<file path="src/rtl/sync_multi.sv">
// sync_multi -- multi-channel level synchronizer with optional stability filter
//
// Each channel passes its asynchronous input through a STAGES-deep flop chain.
// With SYNC_MULTI_FILTER_EN defined, the synchronized level must hold for
// FILTER_CNT consecutive cycles before it is adopted on sync_out. Without it,
// sync_out follows the last chain stage every cycle and FILTER_CNT is unused.
//
// Parameters:
//   WIDTH      number of independent channels (1..32)
//   STAGES     synchronizer flops per channel (2..4)
//   FILTER_CNT stable cycles required before sync_out changes (1..255)
//   RST_VAL    reset value of every per-channel state bit
//
// Ports:
//   clk       in   sole clock, rising edge
//   rst       in   synchronous, active-high reset
//   async_in  in   [WIDTH] asynchronous level inputs
//   sync_out  out  [WIDTH] synchronized, filtered level (registered)
//   rise      out  [WIDTH] one-cycle pulse on sync_out 0->1
//   fall      out  [WIDTH] one-cycle pulse on sync_out 1->0
//   changed   out  OR-reduction of rise | fall
//
// Configuration macro: SYNC_MULTI_FILTER_EN
module sync_multi #(
  parameter int unsigned      WIDTH      = 8,
  parameter int unsigned      STAGES     = 2,
  parameter int unsigned      FILTER_CNT = 4,
  parameter logic [WIDTH-1:0] RST_VAL    = '0
) (
  input  logic             clk,
  input  logic             rst,
  input  logic [WIDTH-1:0] async_in,
  output logic [WIDTH-1:0] sync_out,
  output logic [WIDTH-1:0] rise,
  output logic [WIDTH-1:0] fall,
  output logic             changed
);

  logic [WIDTH-1:0] chain [STAGES];
  logic [WIDTH-1:0] s;
  logic [WIDTH-1:0] prev;

  // Plain flop chain; nothing may sit between stages.
  always_ff @(posedge clk) begin
    if (rst) begin
      for (int unsigned k = 0; k < STAGES; k++) begin
        chain[k] <= RST_VAL;
      end
    end else begin
      chain[0] <= async_in;
      for (int unsigned k = 1; k < STAGES; k++) begin
        chain[k] <= chain[k-1];
      end
    end
  end

  assign s = chain[STAGES-1];

`ifdef SYNC_MULTI_FILTER_EN
  localparam int unsigned          CNT_W    = $clog2(FILTER_CNT + 1);
  localparam logic [CNT_W-1:0]     CNT_LAST = CNT_W'(FILTER_CNT - 1);

  logic [CNT_W-1:0] cnt [WIDTH];

  // Counter reaching FILTER_CNT-1 while still differing is the same as
  // cnt+1 == FILTER_CNT; it clears on adoption, so it never passes CNT_LAST.
  always_ff @(posedge clk) begin
    for (int unsigned i = 0; i < WIDTH; i++) begin
      if (rst) begin
        cnt[i]      <= '0;
        sync_out[i] <= RST_VAL[i];
      end else if (s[i] == sync_out[i]) begin
        cnt[i] <= '0;
      end else if (cnt[i] == CNT_LAST) begin
        sync_out[i] <= s[i];
        cnt[i]      <= '0;
      end else begin
        cnt[i] <= cnt[i] + CNT_W'(1);
      end
    end
  end
`else
  // FILTER_CNT has no effect without the filter.
  logic unused_filter_cnt;
  assign unused_filter_cnt = (FILTER_CNT == 0);

  always_ff @(posedge clk) begin
    if (rst) begin
      sync_out <= RST_VAL;
    end else begin
      sync_out <= s;
    end
  end
`endif

  always_ff @(posedge clk) begin
    if (rst) begin
      prev <= RST_VAL;
    end else begin
      prev <= sync_out;
    end
  end

  // prev and sync_out reset to the same value, so leaving reset is pulse-free.
  assign rise    = sync_out & ~prev;
  assign fall    = ~sync_out & prev;
  assign changed = |(rise | fall);

endmodule

</file>
<file path="config.mk">
export PLATFORM = sky130hd
export DESIGN_NAME = sync_multi
export DESIGN_NICKNAME = d
export VERILOG_FILES = /design/src/rtl/sync_multi.sv
export SDC_FILE = /design/constraint.sdc
export NUM_CORES = 1
export LEC_CHECK = 0
export CORE_MARGIN = 2
export CORE_UTILIZATION = 44
export DETAILED_ROUTE_END_ITERATION = 10
export GPL_ROUTABILITY_DRIVEN = 1
export PLACE_DENSITY = 0.88
export SLEW_MARGIN = 20
export SYNTH_ARGS = -nofsm -noshare
export SYNTH_HDL_FRONTEND = slang
export SYNTH_SLANG_ARGS = --single-unit
</file>
<file path="constraint.sdc">
create_clock -name clk -period 1.4 [get_ports clk]
set_input_delay 0.21 -clock clk [delete_from_list [all_inputs] [get_ports clk]]
set_output_delay 0.21 -clock clk [all_outputs]
set_load 0.03 [all_outputs]
</file>
==> qor.csv <==
stage,metric,value,unit
run_status,outcome,"complete, but fails checks",
run_status,violations in the final reports,negative setup slack,
setup_path,timing endpoint of the critical path,changed,
sta,Fmax,605,MHz
finish,ratio of cells with drive above 1 in the final layout,36.9,%
sta,final setup margin,-0.253,ns
setup_path,data required time of the critical path,1.19,ns
route,vias after detailed routing,784,
global_routing,aggregate global routing overflow,0,
placed_design,instance count after placement with tap cells included,179,
yosys,post-synthesis register bit count,32,
finish,post-route insts no fill,187,
global_routing,number of global-route vias before repair,776,
finish,# nets final,183,
floorplan,starting utilization of the core area,45.7,%
floorplan,Vert. Die Dim,54.5,um
yosys,most numerous cell in the Yosys netlist,dfxtp_1,
yosys,largest area contributor in the netlist,dfxtp_1,
yosys,register area share after synthesis,57.1,%
sta,number of setup violations in the final report,1,
route,starting DRC count in detailed routing,2,
hold_path,worst min-delay path class,reg -> reg,
setup_path,Worst R2R Path Depth,4,
finish,relative area change from synthesis to final layout,50.4,%
route,mean routed wirelength per cell,9.98,um
sta,count of final max-slew check failures,0,
yosys,main combinational cell family by area after synthesis,adder cells,
yosys,average cell area after synthesis,11.0,sq um
global_routing,global-route usage over all layers,15.4,%
finish,final design utilization,68.8,%
setup_path,setup slack of the worst register-to-register path,0.62,ns
power_and_ir_drop,cell-internal power,1.23,mW
route,aggregate routed wire length,1870,um
floorplan,number of ports placed on the die boundary,35,
yosys,most used standard cells in the synthesized netlist,"dfxtp_1 (32), nor2b_1 (24), ha_1 (16), inv_1 (16), nor2_1 (8)",
placed_design,number of I/O port buffers,34,
yosys,Most used DFF post-synth,dfxtp_1,
clock_network,insertion delay of the later-clocked pin in the worst-skew pair,0.31,ns
placed_design,RD Place Congestion,0.713,
yosys,post-synth cell types,8,
placed_design,post-detailed-placement half-perimeter wirelength,1410,um
clock_network,clock sink count,32,
sta,headroom to the max-slew limit,77.4,%
clock_network,CTS HTree Levels,2,
floorplan,Total Die Area,2970,sq um
power_and_ir_drop,final total power,1.59,mW
setup_path,type of destination of the critical path,primary output,
route,number of nets with antenna violations after routing,0,
yosys,post-synthesis adder-cell area fraction,17.8,%
setup_path,end of the worst register-to-register path,prev[7],
power_and_ir_drop,PD cells,943,nW/um^2
yosys,share of synthesized area spent on multiplexers,0,%
placed_design,Placement Cell Area,1590,sq um
setup_path,worst setup path class,reg -> out,
yosys,yosys synthesis warning count,0,
yosys,simple-gate share of the synthesized area,17.7,%
sta,unrepaired setup endpoints after global routing,yes,
yosys,share of synthesized flip-flops with an asynchronous set or reset,0,%
sta,clock skew after layout,0.00889,ns
sta,setup TNS,-0.253,ns
yosys,total nets after synthesis,128,
yosys,biggest area contributors in the synthesized netlist,"dfxtp_1 (57%), ha_1 (18%), nor2b_1 (13%)",
sta,crit share post-route,118,%
setup_path,beginning of the worst register-to-register path,sync_out[7],
finish,Final Cell Area,1690,sq um
power_and_ir_drop,Combinational Power Share,12.2,%
finish,diodes inserted,0,
setup_path,"critical path fanouts, max",2,
placed_design,minimum setup slack after placement,-0.466,ns
setup_path,critical path arrival,1.44,ns
setup_path,CP startpoint kind,flip-flop,
yosys,number of flops mapped to enable cells by yosys,0,
floorplan,standard-cell row count,18,
floorplan,horizontal die dimension,54.5,um
sta,Hold WS,0.436,ns
global_routing,number of antenna violations at the first check in global routing,0,
floorplan,placeable core region,2450,sq um
power_and_ir_drop,Flop pwr share,59.5,%
power_and_ir_drop,Lkg Pwr,0.751,nW
power_and_ir_drop,Peak VDD IR,0.000990,V
clock_network,clock tree buffer depth,2,
yosys,top-area cell type share of the netlist area,57.1,%
setup_path,start point of the critical path,sync_out[7],
global_routing,maximum number of pins on one net before global-route repair,17,
yosys,Syn Inst Count,102,
route,remaining routing DRC violations,0,
sta,fin crit period,1.65,ns
sta,worst-margin pin slew,0.340,ns
yosys,"synthesized-area fraction occupied by ao, oa, aoi and oai cells",0,%
power_and_ir_drop,fraction of power spent switching nets,22.9,%
yosys,fraction of synthesized cell area in xor and xnor cells,0,%
clock_network,Clock transition at path regs,0.09,ns
clock_network,TritonCTS clock tree,yes,
sta,final number of hold-violating endpoints,0,
global_routing,wire length of the first global-routing pass,3090,um
clock_network,number of buffers created by CTS,5,
power_and_ir_drop,part of the power in the clock network,28.3,%
run,number of maximum-capacitance violations,0,
yosys,Netlist Area Pre-Place,1120,sq um
clock_network,cell chosen for the clock root,clkbuf_4,
route,DR vias/cell,4.19,
route,total iterations of the first detailed-routing run,2,
power_and_ir_drop,Psw,0.365,mW
[state kept, by name, summed over array words and instances, names as in the netlist]
name and cells:
prev 8, chain 16, sync_out 8
[power groups by stage]
stage                     Clock [mW]  Combinational, mW  Sequential (mW)
final                          0.450              0.193            0.947
after CTS                      0.468              0.193            0.948
after floorplan                    0             0.0906            0.979
after global routing           0.511              0.213            0.951
after global placement             0              0.182            0.966
after detailed placement           0              0.187            0.967
[placed cells by master, fill, tap and decap left out]
cell | netlist | final
inv_1 | 16 | 12
ha_1 | 16 | 11
dfxtp_2 | 0 | 5
clkdlybuf4s15_1 | 0 | 4
clkdlybuf4s50_1 | 0 | 9
or2_4 | 0 | 1
nor2_1 | 8 | 8
clkbuf_1 | 0 | 2
dfxtp_1 | 32 | 24
clkbuf_2 | 0 | 1
nor2b_1 | 24 | 24
buf_4 | 3 | 27
buf_6 | 0 | 4
buf_2 | 0 | 2
nand4_1 | 2 | 2
dfxtp_4 | 0 | 3
ha_4 | 0 | 4
inv_2 | 0 | 3
clkdlybuf4s15_2 | 0 | 1
ha_2 | 0 | 1
inv_4 | 0 | 1
clkbuf_4 | 0 | 5
dlygate4sd2_1 | 0 | 3
[area by class of cell]
class	instances	area (sq um)
fill	192	767
sequential	32	658
multi-input combinational	51	454
timing repair buffer	51	430
inverter	16	62.6
clock buffer	7	45.0
tap	30	37.5
[metal layers]
| metal | vias to the layer above | global-route usage [%] | wire length (um) |
|---|---|---|---|
| met4 | 0 | 10.4 | 66 |
| li1 | 412 | - | - |
| met1 | 341 | 15.1 | 727 |
| met5 | - | 0 | 0 |
| met2 | 24 | 26.9 | 963 |
| met3 | 7 | 5.74 | 109 |
[worst min-delay path by stage]
stage                 from           to  depth (start not counted)
5_1_grt        async_in[6]  chain[0][6]                          2
4_1_cts        async_in[6]  chain[0][6]                          2
2_1_floorplan          rst  sync_out[1]                          1
6_report       chain[0][7]  chain[1][7]                          1
3_5_place_dp   chain[0][7]  chain[1][7]                          1
3_3_place_gp   chain[1][5]  sync_out[5]                          1
[kinds of logic after synthesis]
family | Yosys count
buffers and inverters | 19
and+or+nand+nor | 35
DFF | 32
adders and majority gates | 16
[critical path, stage by stage (launching register included)]
cell	delay (ns)
dfxtp_4	0.36
inv_4	0.04
ha_4	0.25
nand4_1	0.10
or2_4	0.24
buf_6	0.14
[what timing repair did]
item                       4_1_cts  5_1_grt
gates resized for setup         44       18
pin swaps                        6        1
setup endpoints to repair       14       11
hold buffers                     0        0
hold endpoints to repair         0        0
buffers inserted                 1        0
Note: power is estimated with default switching activity, not from simulation.
==> patch 1: new RTL, same settings <==
Put a register stage on the output `rise`, cleared by the reset. The value now appears one clock later. The other outputs are not delayed to match. Comments in the files are not updated.
--- a/src/rtl/sync_multi.sv
+++ b/src/rtl/sync_multi.sv
@@ -36,4 +36,6 @@
   output logic             changed
 );
+
+  logic [WIDTH-1:0] rise_d;
 
   logic [WIDTH-1:0] chain [STAGES];
@@ -103,7 +105,15 @@
 
   // prev and sync_out reset to the same value, so leaving reset is pulse-free.
-  assign rise    = sync_out & ~prev;
+  assign rise_d  = sync_out & ~prev;
   assign fall    = ~sync_out & prev;
-  assign changed = |(rise | fall);
+  assign changed = |(rise_d | fall);
+
+  always_ff @(posedge clk) begin
+    if (rst) begin
+      rise <= '0;
+    end else begin
+      rise <= rise_d;
+    end
+  end
 
 endmodule
Behaviour: not the same (a bounded check fails within 4 cycles, from zero or initial values and one cycle with rst high).
==> patch 1 against the original RTL <==
- the flow finishes with violations (design-rule violations, negative setup slack)
- cell count grew 7.0%
- sequential cell count grew 8
- fmax shrank 1.7%
- wire length grew 12%
- clock skew shrank 6.1 ps
- sequential power grew 25%
- power grew 23%
- cell area grew 13%
- sequential share of layout area grew 3.8 points
- setup slack lost 28 ps
- synthesized area grew 19%
- critical path type unchanged
==> patch 1: results (changes against the original RTL) <==
----------------------------------------------------
[Worst setup path]
  Worst Path Arrival ... 1470 ps (+30 ps)
  Peak fanout along the critical path ... 2 (unchanged)

[Synth]
  Mapped Nets ... 145 (+13%)
  Fraction of registers with async set or reset after synthesis ... 0 (unchanged)
  Most common library cells after synthesis ... 40 x dfxtp_1, 32 x nor2b_1, 16 x ha_1, 16 x inv_1, 8 x nor2_1
  Synth cell types ... 8 (unchanged)
  Yosys warns ... 0 (unchanged)
  Gate count after technology mapping ... 119 (+17%)
  Area contributors post-synth ... dfxtp_1 60%, ha_1 15%, nor2b_1 15%
  Fraction of the yosys area taken by sequential cells ... 0.6021 (+0.03128)

[Placement]
  Post-detailed-placement half-perimeter wirelength ... 1.456 mm (+3.4%)
  Final weighted congestion of routability-driven global placement ... 0.7269 (+2.0%)
  Worst slack at placement ... -459.8 ps (+6.057 ps)
  Number of buffers added on ports ... 34 (unchanged)
  Placed cell count ... 192 (+7.3%)

[Clocking]
  CTS HTree Levels ... 2 (unchanged)
  Worst-path clk slew ... 110 ps (+20 ps)
  CTS Hold Bufs ... 0 (unchanged)
  Max Root-Sink Buffers ... 2 (unchanged)
  Total CTS buffers ... 5 (unchanged)
  Post-CTS setup buffer count ... 0 (-1)
  Clock latency reported for the late side of the worst-skew pair ... 340 ps (+30 ps)
  Clock Root Buffer ... clkbuf_4

[Timing]
  Slew Limit Headroom ... 0.7980 (+0.02365)
  Number of max-slew violations in the final report ... 0 (unchanged)
  Post-route worst setup slack ... -280.7 ps (-27.88 ps)
  Setup violators final ... 1 (unchanged)
  Number of hold-slack violations in the final timing report ... 0 (unchanged)
  Fin Clk Skew ... 2.760 ps (-6.133 ps)

[Power]
  Maximum ir drop on the vdd rail ... 707.5 uV (-29%)
  Reported leakage power ... 0.8436 nW (+12%)
  Internal cell power ... 0.001504 W (+23%)

[Final layout]
  Flip-flop count of the largest register after layout ... 16 (unchanged)
  Final antenna diode count ... 0 (unchanged)
  Share of final-layout standard cells stronger than drive strength 1 ... 0.3669 (-0.002563)
  Number of fillers in the final layout ... 207 (+7.8%)
  Register bank with the most flops ... chain

[Hold path]
  Hold Path Class ... in -> reg

[Detailed routing]
  Violation count after the first detailed-routing iteration ... 14 (+12)
  Vias per Instance ... 4.325 (+3.2%)
  Number of search-and-repair iterations in the first detailed-routing pass ... 7 (+5)
  DRC Markers ... 3 (+3)
  Via count ... 865 (+10%)
  Routed length per placed instance ... 10.44 um (+4.5%)

[Global route]
  Antenna violations before repair ... 0 (unchanged)
  Global-route wire length before repair ... 3.484 mm (+13%)
  Via count of the first global-routing pass ... 843 (+8.6%)
  Largest net degree at the start of global routing ... 41 (+24)
  Total routing usage reported by global routing ... 0.1421 (-0.01228)

[Outcome]
  Status ... finished with violations
  Failing checks ... design-rule violations, negative setup slack

----------------------------------------------------
[patch 1: changes by cell type in the layout (fill, tap and decap cells not counted), moves of 4 or more]
cell and delta:
buf_4 -8, nor2b_1 +8, clkbuf_2 +6, dlygate4sd2_1 +5
inv_1 -4, ha_4 +4, clkdlybuf4s15_1 -4, dfxtp_1 +8
inv_2 +5
[patch 1: critical path, cell delays in order, from the launching register on]
cell     delay [ps]
dfxtp_4         360
inv_2            40
ha_4            250
nand4_1         100
or2_4           240
buf_6           140
[patch 1: area by class of cell]
| class | instances | area share |
|---|---|---|
| Clock inverter | 2 | 0.005239 |
| Inverter | 16 | 0.03143 |
| Multi-Input combinational cell | 59 | 0.2888 |
| Clock buffer | 6 | 0.02685 |
| Sequential cell | 40 | 0.4283 |
| Tap cell | 31 | 0.02030 |
| Timing Repair Buffer | 46 | 0.1991 |
[patch 1: stage by stage]
| step | TNS, ps | area [sq um] |
|---|---|---|
| finish | -280.7 | 1911 |
| global route | -349.3 | 1911 |
| CTS | -303.7 | 1919 |
| detailed placement | -459.8 | 1789 |
| global placement | -433.1 | 1789 |
| floorplan | 0 | 1348 |
[patch 1: kinds of logic after synthesis]
kind of cell             after synthesis  share of synthesized area
buffers and inverters                 20                    0.06021
AND/OR/NAND/NOR                       43                     0.1872
flip-flops                            40                     0.6021
adder cells (fa/ha/maj)               16                     0.1505
[patch 1: per-layer routing]
layer  up-vias  global-route usage  share of wire
met5         -                   0              0
met4         0             0.06818          0.018
met3         4             0.07205          0.065
met2        24              0.2587           0.54
met1       387              0.1288           0.38
li1        450                   -              -
[patch 1: power groups by stage]
stage	logic, W	clock network [W]	registers [W]
4_1_cts	0.000190	0.000615	0.00118
3_3_place_gp	0.000180	0	0.00120
3_5_place_dp	0.000184	0	0.00121
5_1_grt	0.000205	0.000668	0.00119
2_1_floorplan	0.0000777	0	0.00122
6_report	0.000188	0.000589	0.00118
[patch 1: final timing paths]
kind	to	from	cells after the start	slack, ps
worst max-delay path	changed	sync_out[7]$_SDFF_PP0_	5	-280
worst min-delay path	chain[0][0]$_SDFF_PP0_	async_in[0]	2	410
worst max register to register	rise[5]$_SDFF_PP0_	sync_out[5]$_SDFF_PP0_	3	510
worst min register to register	sync_out[1]$_SDFF_PP0_	chain[1][1]$_SDFF_PP0_	1	440
[patch 1: repair_timing]
item                       in CTS  in global routing
setup endpoints to repair      17                  8
gates resized for setup        44                 12
pin swaps                       9                  1
==> patch 2: new RTL, same settings <==
Without the edit above. The option `SYNC_MULTI_FILTER_EN` is turned on by a define.
--- a/src/rtl/sync_multi.sv
+++ b/src/rtl/sync_multi.sv
@@ -22,4 +22,6 @@
 //
 // Configuration macro: SYNC_MULTI_FILTER_EN
+`define SYNC_MULTI_FILTER_EN
+
 module sync_multi #(
   parameter int unsigned      WIDTH      = 8,
Behaviour: not the same (a bounded check fails within 4 cycles, from zero or initial values and one cycle with rst high).
==> patch 2 against the original RTL <==
- the flow still finishes with violations (negative setup slack)
- sequential cell count grew 24
- cell area up 98%
- worst hold slack got worse by 86 ps
- clock skew is 2.4 ps lower
- register-to-register slack worse by 580 ps
- synthesized area increased by 120%
- setup slack lost 36 ps
- core utilization shrank 7.8 points
- wire length grew 120%
- power is 96% higher
- cell count rose by 85%
- critical path type unchanged
- largest power group unchanged
- highest routed layer unchanged
==> patch 2: results (changes against the original RTL) <==
----------------------------------------------------
[Placement]
  Post-detailed-placement half-perimeter wirelength ... 2.951 mm (+110%)
  Number of buffers added on ports ... 34 (unchanged)
  Placed cell count ... 334 (+87%)
  Dpl cell area ... 3059 sq um (+93%)
  Final weighted congestion of routability-driven global placement ... 0.6905 (-3.1%)

[Synth]
  Number of enable flip-flop cells after synthesis ... 24 (+24)
  Yosys warns ... 0 (unchanged)
  Most common library cells after synthesis ... 32 x dfxtp_1, 32 x ha_1, 24 x edfxtp_1, 24 x inv_1
  Area contributors post-synth ... edfxtp_1 29%, dfxtp_1 26%, ha_1 16%
  Fraction of registers with async set or reset after synthesis ... 0 (unchanged)
  Fraction of the yosys area taken by sequential cells ... 0.5509 (-0.01991)
  Synth cell types ... 17 (+9)
  Gate count after technology mapping ... 194 (+90%)

[Final layout]
  Number of fillers in the final layout ... 442 (+130%)
  Register bank with the most flops ... cnt
  Final antenna diode count ... 0 (unchanged)
  Core Util, Final ... 0.6093 (-0.07828)
  Layout net count ... 315 (+72%)
  Share of final-layout standard cells stronger than drive strength 1 ... 0.3175 (-0.05191)
  Leading registers by flop count ... cnt x24, chain x16

[Clocking]
  Total CTS buffers ... 5 (unchanged)
  Clock latency reported for the late side of the worst-skew pair ... 300 ps
  Worst-path clk slew ... 90 ps (about the same)
  CTS HTree Levels ... 2 (unchanged)
  Max Root-Sink Buffers ... 2 (unchanged)
  Clock Root Buffer ... clkbuf_8

[Timing]
  Worst slack on hold paths ... 350.2 ps (-86.20 ps)
  Post-route worst setup slack ... -288.5 ps (-35.73 ps)
  Setup violators final ... 1 (unchanged)
  Fin Clk Skew ... 6.487 ps (-2.407 ps)

[Global route]
  Largest net degree at the start of global routing ... 57 (+40)
  Antenna violations before repair ... 0 (unchanged)
  Via count of the first global-routing pass ... 1515 (+95%)
  Total routing usage reported by global routing ... 0.1402 (-0.01424)
  Global-route wire length before repair ... 6.713 mm (+120%)

[Detailed routing]
  Number of search-and-repair iterations in the first detailed-routing pass ... 4 (+2)
  Wire length after detailed routing ... 4.084 mm (+120%)
  Violation count after the first detailed-routing iteration ... 55 (+53)
  Vias per Instance ... 4.448 (+6.1%)
  Routed length per placed instance ... 11.80 um (+18%)

[Worst setup path]
  Critical Path Slowest Stage Cell ... dfxtp_4
  Worst Path Arrival ... 1480 ps (+40 ps)
  Max incr delay on CP ... 360 ps (about the same)
  Delay-heaviest family, CP ... simple AND/OR/NAND/NOR gates

[Power]
  Reported leakage power ... 1.345 nW (+79%)
  Maximum ir drop on the vdd rail ... 660.4 uV (-33%)
  Net switching power ... 0.0006283 W (+72%)

[Outcome]
  Failing checks ... negative setup slack
  Status ... finished with violations

[Hold path]
  Hold Path Class ... in -> reg

----------------------------------------------------
==> patch 2: cell count changes after synthesis, moves of 3 or more <==
| cell | delta |
|---|---|
| ha_1 | +16 |
| nor4b_2 | +8 |
| buf_6 | +4 |
| edfxtp_1 | +24 |
| inv_1 | +8 |
| nor2b_1 | -8 |
| nor4_1 | +14 |
| xnor2_1 | +8 |
| mux2i_1 | +8 |
| buf_4 | -3 |
| nor2_1 | +8 |
==> patch 2: path summary, 6_finish.rpt <==
path	start	endpoint	slack (ps)	cells past startpoint
setup / recovery	sync_out[0]$_SDFFE_PP0P_	changed	-290	5
hold reg to reg	chain[0][0]$_SDFF_PP0_	chain[0][8]$_SDFF_PP0_	450	1
hold / removal	rst	prev[5]$_SDFF_PP0_	350	3
setup reg to reg	cnt[1][0]$_SDFFCE_PN0P_	cnt[1][2]$_SDFFCE_PN0P_	40	3
==> patch 2: cells by family after synthesis <==
kind of cell             after synthesis  synth area share
multiplexers                           8           0.03241
flip-flops                            56            0.5509
buffers and inverters                 30           0.05822
XOR/XNOR                               8           0.02836
AND/OR/NAND/NOR                       59            0.1666
adder cells (fa/ha/maj)               32            0.1620
other                                  1          0.001518
==> patch 2: layer usage <==
layer	track usage	wire, um	up-vias
met5	0	0	-
met4	0.04655	62	0
met3	0.04318	173	4
met2	0.2521	2167	28
met1	0.1579	1681	711
li1	-	-	796
==> patch 2: worst register-to-register path, cell delays in order, from the launching register on <==
cell,delay [ps]
edfxtp_1,420
ha_1,220
ha_1,250
nor4_2,280
==> patch 2: metrics by stage <==
step | worst slack, ps | setup TNS (ps) | power [W]
floorplan | 4.734 | 0 | 0.001944
global placement | -442.7 | -442.7 | 0.001996
detailed placement | -458.4 | -458.4 | 0.002007
CTS | -287.4 | -287.4 | 0.003127
global route | -355.2 | -358.0 | 0.003246
finish | -288.5 | -288.5 | 0.003111
==> patch 2: cell type report <==
cell class | count | share of cell area
Clock inverter | 1 | 0.009006
Tap cell | 72 | 0.02702
Inverter | 24 | 0.02702
Timing Repair Buffer | 55 | 0.1445
Sequential cell | 56 | 0.4180
Clock buffer | 7 | 0.02889
Multi-Input combinational cell | 131 | 0.3456
==> patch 2: power by group through the flow <==
stage	sequential [W]	clock [W]	combinational, W
6_report	0.00176	0.00112	0.000229
5_1_grt	0.00177	0.00122	0.000257
4_1_cts	0.00177	0.00115	0.000210
3_5_place_dp	0.00180	0	0.000203
3_3_place_gp	0.00180	0	0.000196
2_1_floorplan	0.00180	0	0.000143
==> patch 2: what timing repair did <==
item / CTS / global route
pin swaps: 7 / 4
setup buffers: 0 / 4
resized for setup: 28 / 26
setup endpoints to repair: 11 / 29
